### src/rtl/multiplier_s_pipelined_split_param_if.sv
// Operand/result handshake bundle for multiplier_s_pipelined_split_param.
// Purpose : carries one operand beat (A, B, per-operand sign flags, split
//           select) with in_valid/in_ready, and the product C with
//           out_valid/out_ready.
// Modports: master - the producer/consumer around the multiplier
//           slave  - the multiplier itself
interface multiplier_s_pipelined_split_param_if #(
  parameter int A_WIDTH = 18,
  parameter int B_WIDTH = 18
);
  logic                       in_valid;
  logic                       in_ready;
  logic [A_WIDTH-1:0]         A;
  logic [B_WIDTH-1:0]         B;
  logic                       A_sign;
  logic                       B_sign;
  logic                       HALF_0;
  logic                       out_valid;
  logic                       out_ready;
  logic [A_WIDTH+B_WIDTH-1:0] C;

  modport master (
    output in_valid, A, B, A_sign, B_sign, HALF_0, out_ready,
    input  in_ready, out_valid, C
  );

  modport slave (
    input  in_valid, A, B, A_sign, B_sign, HALF_0, out_ready,
    output in_ready, out_valid, C
  );
endinterface

### src/rtl/multiplier_s_pipelined_split_param.sv
// Parametrised pipelined Baugh-Wooley multiplier with optional SIMD split.
// Purpose : per beat, either one A_WIDTH x B_WIDTH product (HALF_0=0) or two
//           independent half-width lane products packed into C (HALF_0=1).
//           Each operand is treated as two's complement when its sign flag is
//           set (in split mode the flag applies to both lanes).
// Ports   : clk     - rising-edge clock
//           reset_n - synchronous active-low reset
//           bus     - slave side of the operand/result handshake bundle
// Timing  : the product is formed combinationally from the incoming beat and
//           carried through PIPE_STAGES registers; the last one drives C.
//           The whole pipe advances only when in_ready is high.
module multiplier_s_pipelined_split_param #(
  parameter int A_WIDTH     = 18,
  parameter int B_WIDTH     = 18,
  parameter int PIPE_STAGES = 2
) (
  input  logic clk,
  input  logic reset_n,
  multiplier_s_pipelined_split_param_if.slave bus
);

  localparam int W  = A_WIDTH + B_WIDTH;
  localparam int HA = A_WIDTH / 2;
  localparam int HB = B_WIDTH / 2;
  localparam int HW = HA + HB;
  localparam logic [W-1:0] ONE = {{(W-1){1'b0}}, 1'b1};

  // Baugh-Wooley product of the low na bits of a by the low nb bits of b,
  // exact modulo 2^(na+nb). A partial product carries negative weight when
  // exactly one of its bits is a sign bit; such a term -x*2^k is rewritten
  // as ~x*2^k - 2^k, so it is inverted and 2^k joins the correction
  // constant that is subtracted at the end.
  function automatic logic [W-1:0] bw_mult(
    input logic [A_WIDTH-1:0] a,
    input logic [B_WIDTH-1:0] b,
    input int                 na,
    input int                 nb,
    input logic               sa,
    input logic               sb
  );
    logic [W-1:0] acc;
    logic [W-1:0] corr;
    logic [W-1:0] mask;
    logic         pp;
    logic         a_msb;
    logic         b_msb;
    acc  = '0;
    corr = '0;
    for (int i = 0; i < A_WIDTH; i++) begin
      for (int j = 0; j < B_WIDTH; j++) begin
        if (i < na && j < nb) begin
          pp    = a[i] & b[j];
          a_msb = sa && (i == na - 1);
          b_msb = sb && (j == nb - 1);
          if (a_msb != b_msb) begin
            acc  = acc + ({{(W-1){1'b0}}, ~pp} << (i + j));
            corr = corr + (ONE << (i + j));
          end else begin
            acc  = acc + ({{(W-1){1'b0}}, pp} << (i + j));
          end
        end
      end
    end
    // When na+nb == W the shift yields 0 and the mask becomes all ones.
    mask = (ONE << (na + nb)) - ONE;
    return (acc - corr) & mask;
  endfunction

  logic                   en_s;
  logic [W-1:0]           full_s;
  logic [W-1:0]           lane_lo_s;
  logic [W-1:0]           lane_hi_s;
  logic [W-1:0]           prod_s;
  logic [PIPE_STAGES-1:0] valid_r;
  logic [W-1:0]           prod_r [PIPE_STAGES];

  // A stalled output register blocks the whole pipe; this is the only
  // combinational input-to-output path.
  assign en_s         = ~valid_r[PIPE_STAGES-1] | bus.out_ready;
  assign bus.in_ready = en_s;
  assign bus.out_valid = valid_r[PIPE_STAGES-1];
  assign bus.C         = prod_r[PIPE_STAGES-1];

  // Product of the incoming beat in the mode it carries; the split lanes see
  // only their own operand halves, so no cross-lane term or carry exists.
  always_comb begin
    full_s    = bw_mult(bus.A, bus.B, A_WIDTH, B_WIDTH, bus.A_sign, bus.B_sign);
    lane_lo_s = bw_mult(bus.A, bus.B, HA, HB, bus.A_sign, bus.B_sign);
    lane_hi_s = bw_mult(bus.A >> HA, bus.B >> HB, HA, HB, bus.A_sign, bus.B_sign);
    prod_s    = '0;
    if (bus.HALF_0) begin
      prod_s = {lane_hi_s[HW-1:0], lane_lo_s[HW-1:0]};
    end else begin
      prod_s = full_s;
    end
  end

  // Pipeline registers: clear on reset, shift when enabled, otherwise hold.
  // Bubbles carry a zero product so C never shows a stale value as data.
  always_ff @(posedge clk) begin
    if (!reset_n) begin
      valid_r <= '0;
      for (int s = 0; s < PIPE_STAGES; s++) begin
        prod_r[s] <= '0;
      end
    end else if (en_s) begin
      valid_r[0] <= bus.in_valid;
      prod_r[0]  <= bus.in_valid ? prod_s : '0;
      for (int s = 1; s < PIPE_STAGES; s++) begin
        valid_r[s] <= valid_r[s-1];
        prod_r[s]  <= prod_r[s-1];
      end
    end
  end

endmodule

### src/flat_wrapper.sv
// flat-port wrapper written by rule: the top's interface ports become plain ports
module multiplier_s_pipelined_split_param_flat 
#(
  parameter int A_WIDTH     = 18,
  parameter int B_WIDTH     = 18,
  parameter int PIPE_STAGES = 2
)
  (clk, reset_n, bus_in_valid, bus_A, bus_B, bus_A_sign, bus_B_sign, bus_HALF_0, bus_out_ready, bus_in_ready, bus_out_valid, bus_C);
  multiplier_s_pipelined_split_param_if #(.A_WIDTH(A_WIDTH), .B_WIDTH(B_WIDTH)) bus_i ();
  input  logic clk;
  input  logic reset_n;
  input wire logic [$bits(bus_i.in_valid)-1:0] bus_in_valid;
  input wire logic [$bits(bus_i.A)-1:0] bus_A;
  input wire logic [$bits(bus_i.B)-1:0] bus_B;
  input wire logic [$bits(bus_i.A_sign)-1:0] bus_A_sign;
  input wire logic [$bits(bus_i.B_sign)-1:0] bus_B_sign;
  input wire logic [$bits(bus_i.HALF_0)-1:0] bus_HALF_0;
  input wire logic [$bits(bus_i.out_ready)-1:0] bus_out_ready;
  output wire logic [$bits(bus_i.in_ready)-1:0] bus_in_ready;
  output wire logic [$bits(bus_i.out_valid)-1:0] bus_out_valid;
  output wire logic [$bits(bus_i.C)-1:0] bus_C;
  assign bus_i.in_valid = bus_in_valid;
  assign bus_i.A = bus_A;
  assign bus_i.B = bus_B;
  assign bus_i.A_sign = bus_A_sign;
  assign bus_i.B_sign = bus_B_sign;
  assign bus_i.HALF_0 = bus_HALF_0;
  assign bus_i.out_ready = bus_out_ready;
  assign bus_in_ready = bus_i.in_ready;
  assign bus_out_valid = bus_i.out_valid;
  assign bus_C = bus_i.C;
  multiplier_s_pipelined_split_param #(.A_WIDTH(A_WIDTH), .B_WIDTH(B_WIDTH), .PIPE_STAGES(PIPE_STAGES)) u_core (.clk(clk), .reset_n(reset_n), .bus(bus_i));
endmodule
### config.mk
export PLATFORM = sky130hd
export DESIGN_NAME = multiplier_s_pipelined_split_param_flat
export DESIGN_NICKNAME = d
export VERILOG_FILES = /design/src/rtl/multiplier_s_pipelined_split_param_if.sv /design/src/rtl/multiplier_s_pipelined_split_param.sv /design/src/flat_wrapper.sv
export SDC_FILE = /design/constraint.sdc
export NUM_CORES = 1
export LEC_CHECK = 0
export CAP_MARGIN = 15
export CORE_ASPECT_RATIO = 1.5
export CORE_MARGIN = 3
export CORE_UTILIZATION = 45
export DETAILED_ROUTE_END_ITERATION = 10
export GPL_TIMING_DRIVEN = 0
export PLACE_DENSITY = 0.67
export RECOVER_POWER = 100
export SLEW_MARGIN = 25
export SYNTH_ARGS = -nofsm -noshare
export SYNTH_HDL_FRONTEND = slang
export SYNTH_SLANG_ARGS = --single-unit
### constraint.sdc
create_clock -name clk -period 59.4 [get_ports clk]
set_input_delay 8.91 -clock clk [delete_from_list [all_inputs] [get_ports clk]]
set_output_delay 8.91 -clock clk [all_outputs]
set_load 0.02 [all_outputs]
==> results by group <==
Timing
  • RSZ-0062 raised after global routing: no
  • Sum Neg Setup Slack: 0 ps
  • Fin. Hold Viols: 0
  • Worst-Margin Slew: 2660 ps
  • Fin worst setup slack: 20550 ps
  • Max-slew violation count: 51
  • # setup viols final: 0
  • Final hold slack: 462 ps
  • Worst slew margin relative to its limit: -77.5%
  • Fmax: 0.0257 GHz
  • Post-Route Skew: 4.64 ps
  • Post-route clock period utilization: 65.4%
  • Min cycle time layout: 38850 ps

Clock network
  • Number of buffers created by CTS: 9
  • Clock H-tree levels: 3
  • Hold_buf cts: 0
  • Root Buffer: clkbuf_16
  • CTS clk-pin slew, worst paths: 60 ps
  • Postcts setup bufs: 0
  • Post-CTS sizing: 0
  • Clock Sinks: 74
  • CTS tree: done
  • Clock Latency Late Sink: 330 ps
  • CTS Buffer Depth: 2

Synthesis
  • Post-Syn Instances: 3988
  • Post-Syn Nets: 4580
  • Synthesized area per cell: 7.59 µm²
  • Ys Warns: 0
  • Asr flop ratio synth: 0%
  • #FFs+latches synth: 74
  • Post-synth EDFFs: 72
  • Seq/Total Area, Yosys: 7.27%
  • Mapped cell area: 30300 µm²
  • Synth Flop Type: edfxtp_1
  • Yosys cell types: 101

GRT
  • Gr usage total: 22.0%
  • Total gr overflow: 0
  • Largest net degree at the start of global routing: 51
  • First-pass GRT wire length: 128000 µm
  • Vias in the first global route: 27300
  • Antenna violations before repair: 4

Final layout
  • Synthesis-to-finish area growth: 7.16%
  • Nets: 4668
  • Non-Filler Instances: 4960
  • Share of cells above drive strength 1: 2.82%

Place
  • Final GP Congestion: 0.905
  • Detailed placement HPWL: 68400 µm
  • Buffers on Ports: 76
  • Placed cell count: 4942
  • Pre-CTS setup slack: 20990 ps

Critical path
  • Setup CP Type: in -> reg
  • CP Capture Type: flip-flop
  • Reg2reg start: u_core.valid_r[1]
  • R2R cell count: 3
  • CP most frequent cell: ha_1
  • Worst setup SP type: input port
  • CP max stage delay: 720 ps
  • Reg2Reg Setup Slack: 55810 ps
  • Slowest CP cell: dlygate4sd3_1
  • Critical R2R Capture: u_core.prod_r[0][39]
  • Crit Path Max Fanout: 10
  • Arrival time worst endpoint: 39050 ps
  • CP required: 59600 ps

Die
  • Initial Util: 45.8%
  • Die Area: 70500 µm²
  • # rows: 115
  • I/O pins: 81
  • Chip height: 324 µm
  • Core area: 66000 µm²
  • Die W: 218 µm

Route
  • WL/cell: 16.0 µm
  • Detailed Route WL: 79100 µm
  • Avg Vias per Cell: 5.56
  • DRT Pass-1 Iters: 5
  • Iteration-0 DRC Markers: 922
  • Vias: 27600
  • Drt drc: 0
  • DRT antenna net count: 0

Status
  • Status: complete, but fails checks
  • Failing checks: capacitance limit, slew limit

Hold path
  • Worst hold path startpoint: u_core.valid_r[0]
  • HP Class: reg -> reg
  • Worst hold path depth: 2
  • Min-Delay Endpoint: u_core.valid_r[0]

Run
  • Max-cap viol count: 1
[synth_stat cells, drive strengths merged, types with 18 or more instances]
cell,count,share of area [%]
and3,41,0.85
a31oi,21,0.53
nand3,90,1.5
ha,522,22
xnor2,411,12
edfxtp,72,7.1
nand2b,45,0.93
a21oi,303,5.0
and2,338,7.0
nor3,68,1.2
fa,27,1.8
buf,44,1.0
a211oi,27,0.69
nor2b,62,1.3
nor2,271,3.4
a21o,115,2.9
inv,292,3.6
a21boi,34,0.84
o21a,44,1.1
or2,20,0.41
xor2,171,4.9
o211ai,25,0.64
o21ai,204,3.4
nand4,21,0.45
mux2i,21,0.69
nand2,251,3.1
or3,27,0.59
o21bai,103,2.6
o31ai,18,0.46
clkbuf,60,0.74
[worst max path at each step]
stage               startpoint                   end  cells past startpoint
global route          bus_A[0]  u_core.prod_r[0][35]                    119
finish                bus_A[0]  u_core.prod_r[0][35]                    119
detailed placement    bus_A[0]  u_core.prod_r[0][35]                    117
CTS                   bus_A[0]  u_core.prod_r[0][35]                    117
global placement      bus_A[0]  u_core.prod_r[0][35]                    118
floorplan             bus_B[1]  u_core.prod_r[0][35]                    119
[logic make-up (layout without fill, tap and decap cells)]
family          after synthesis  after routing  synth area share [%]
mux                          34             34                  1.18
other cells                   0              2                     0
compound gates             1019           1019                  22.0
flops                        74             74                  7.27
fa+ha+maj                   554            554                  23.5
xor+xnor                    596            596                  17.9
simple gates               1315           1315                  22.8
buf+inv                     396            489                  5.38
[per-layer routing]
| layer | up-vias | track usage (%) | routed length (µm) |
|---|---|---|---|
| met2 | 314 | 45.2 | 42700 |
| li1 | 14300 | - | - |
| met3 | 152 | 1.60 | 1630 |
| met5 | - | 0 | 27 |
| met4 | 4 | 11.0 | 4580 |
| met1 | 12800 | 21.7 | 30200 |
[sequential cells by signal, indices dropped and copies added (netlist names)]
register	cells
u_core.prod_r	72
u_core.valid_r	2
[cell type report]
type / count / area (µm²)
buffer: 104 / 533
fill: 6607 / 33600
inverter: 292 / 1100
multi-input combinational: 3518 / 26500
sequential: 74 / 2200
tap: 877 / 1100
timing repair buffer: 77 / 764
antenna: 2 / 5.00
clock inverter: 6 / 66.3
clock buffer: 10 / 229
[critical path, delay by kind of cell]
kind,cells,cell delay [ps]
AOI/OAI and AO/OA,36,8540
adders and majority gates,32,9510
and+or+nand+nor,18,4000
buffers and inverters,7,1790
xor gates and xnor gates,26,6250
[placed cells by master (no fill, tap or decap), types with 34 or more instances in the layout]
master | netlist | routed
ha_1 | 522 | 521
xnor2_1 | 410 | 410
and2_1 | 337 | 305
a21oi_1 | 302 | 302
inv_1 | 290 | 290
nor2_1 | 271 | 271
nand2_1 | 251 | 251
o21ai_0 | 190 | 191
xor2_1 | 171 | 171
a21o_1 | 115 | 115
o21bai_1 | 103 | 103
nand3_1 | 90 | 90
edfxtp_1 | 72 | 72
nor3_1 | 64 | 64
clkbuf_1 | 60 | 63
nor2b_1 | 62 | 62
nand2b_1 | 45 | 45
o21a_1 | 44 | 44
and3_1 | 41 | 41
dlygate4sd3_1 | 0 | 40
buf_4 | 37 | 37
clkdlybuf4s50_1 | 0 | 36
a21boi_0 | 33 | 34
[per-stage QoR]
stage / utilization [%] / instance area (µm²)
after detailed placement: 48.7 / 32200
after CTS: 49.2 / 32500
after floorplan: - / 30300
after global routing: 49.1 / 32400
after global placement: 48.7 / 32100
final: 49.1 / 32400
Power is not shown: default switching activity piles up to over one toggle a cycle in this logic, so the estimate is an artifact.
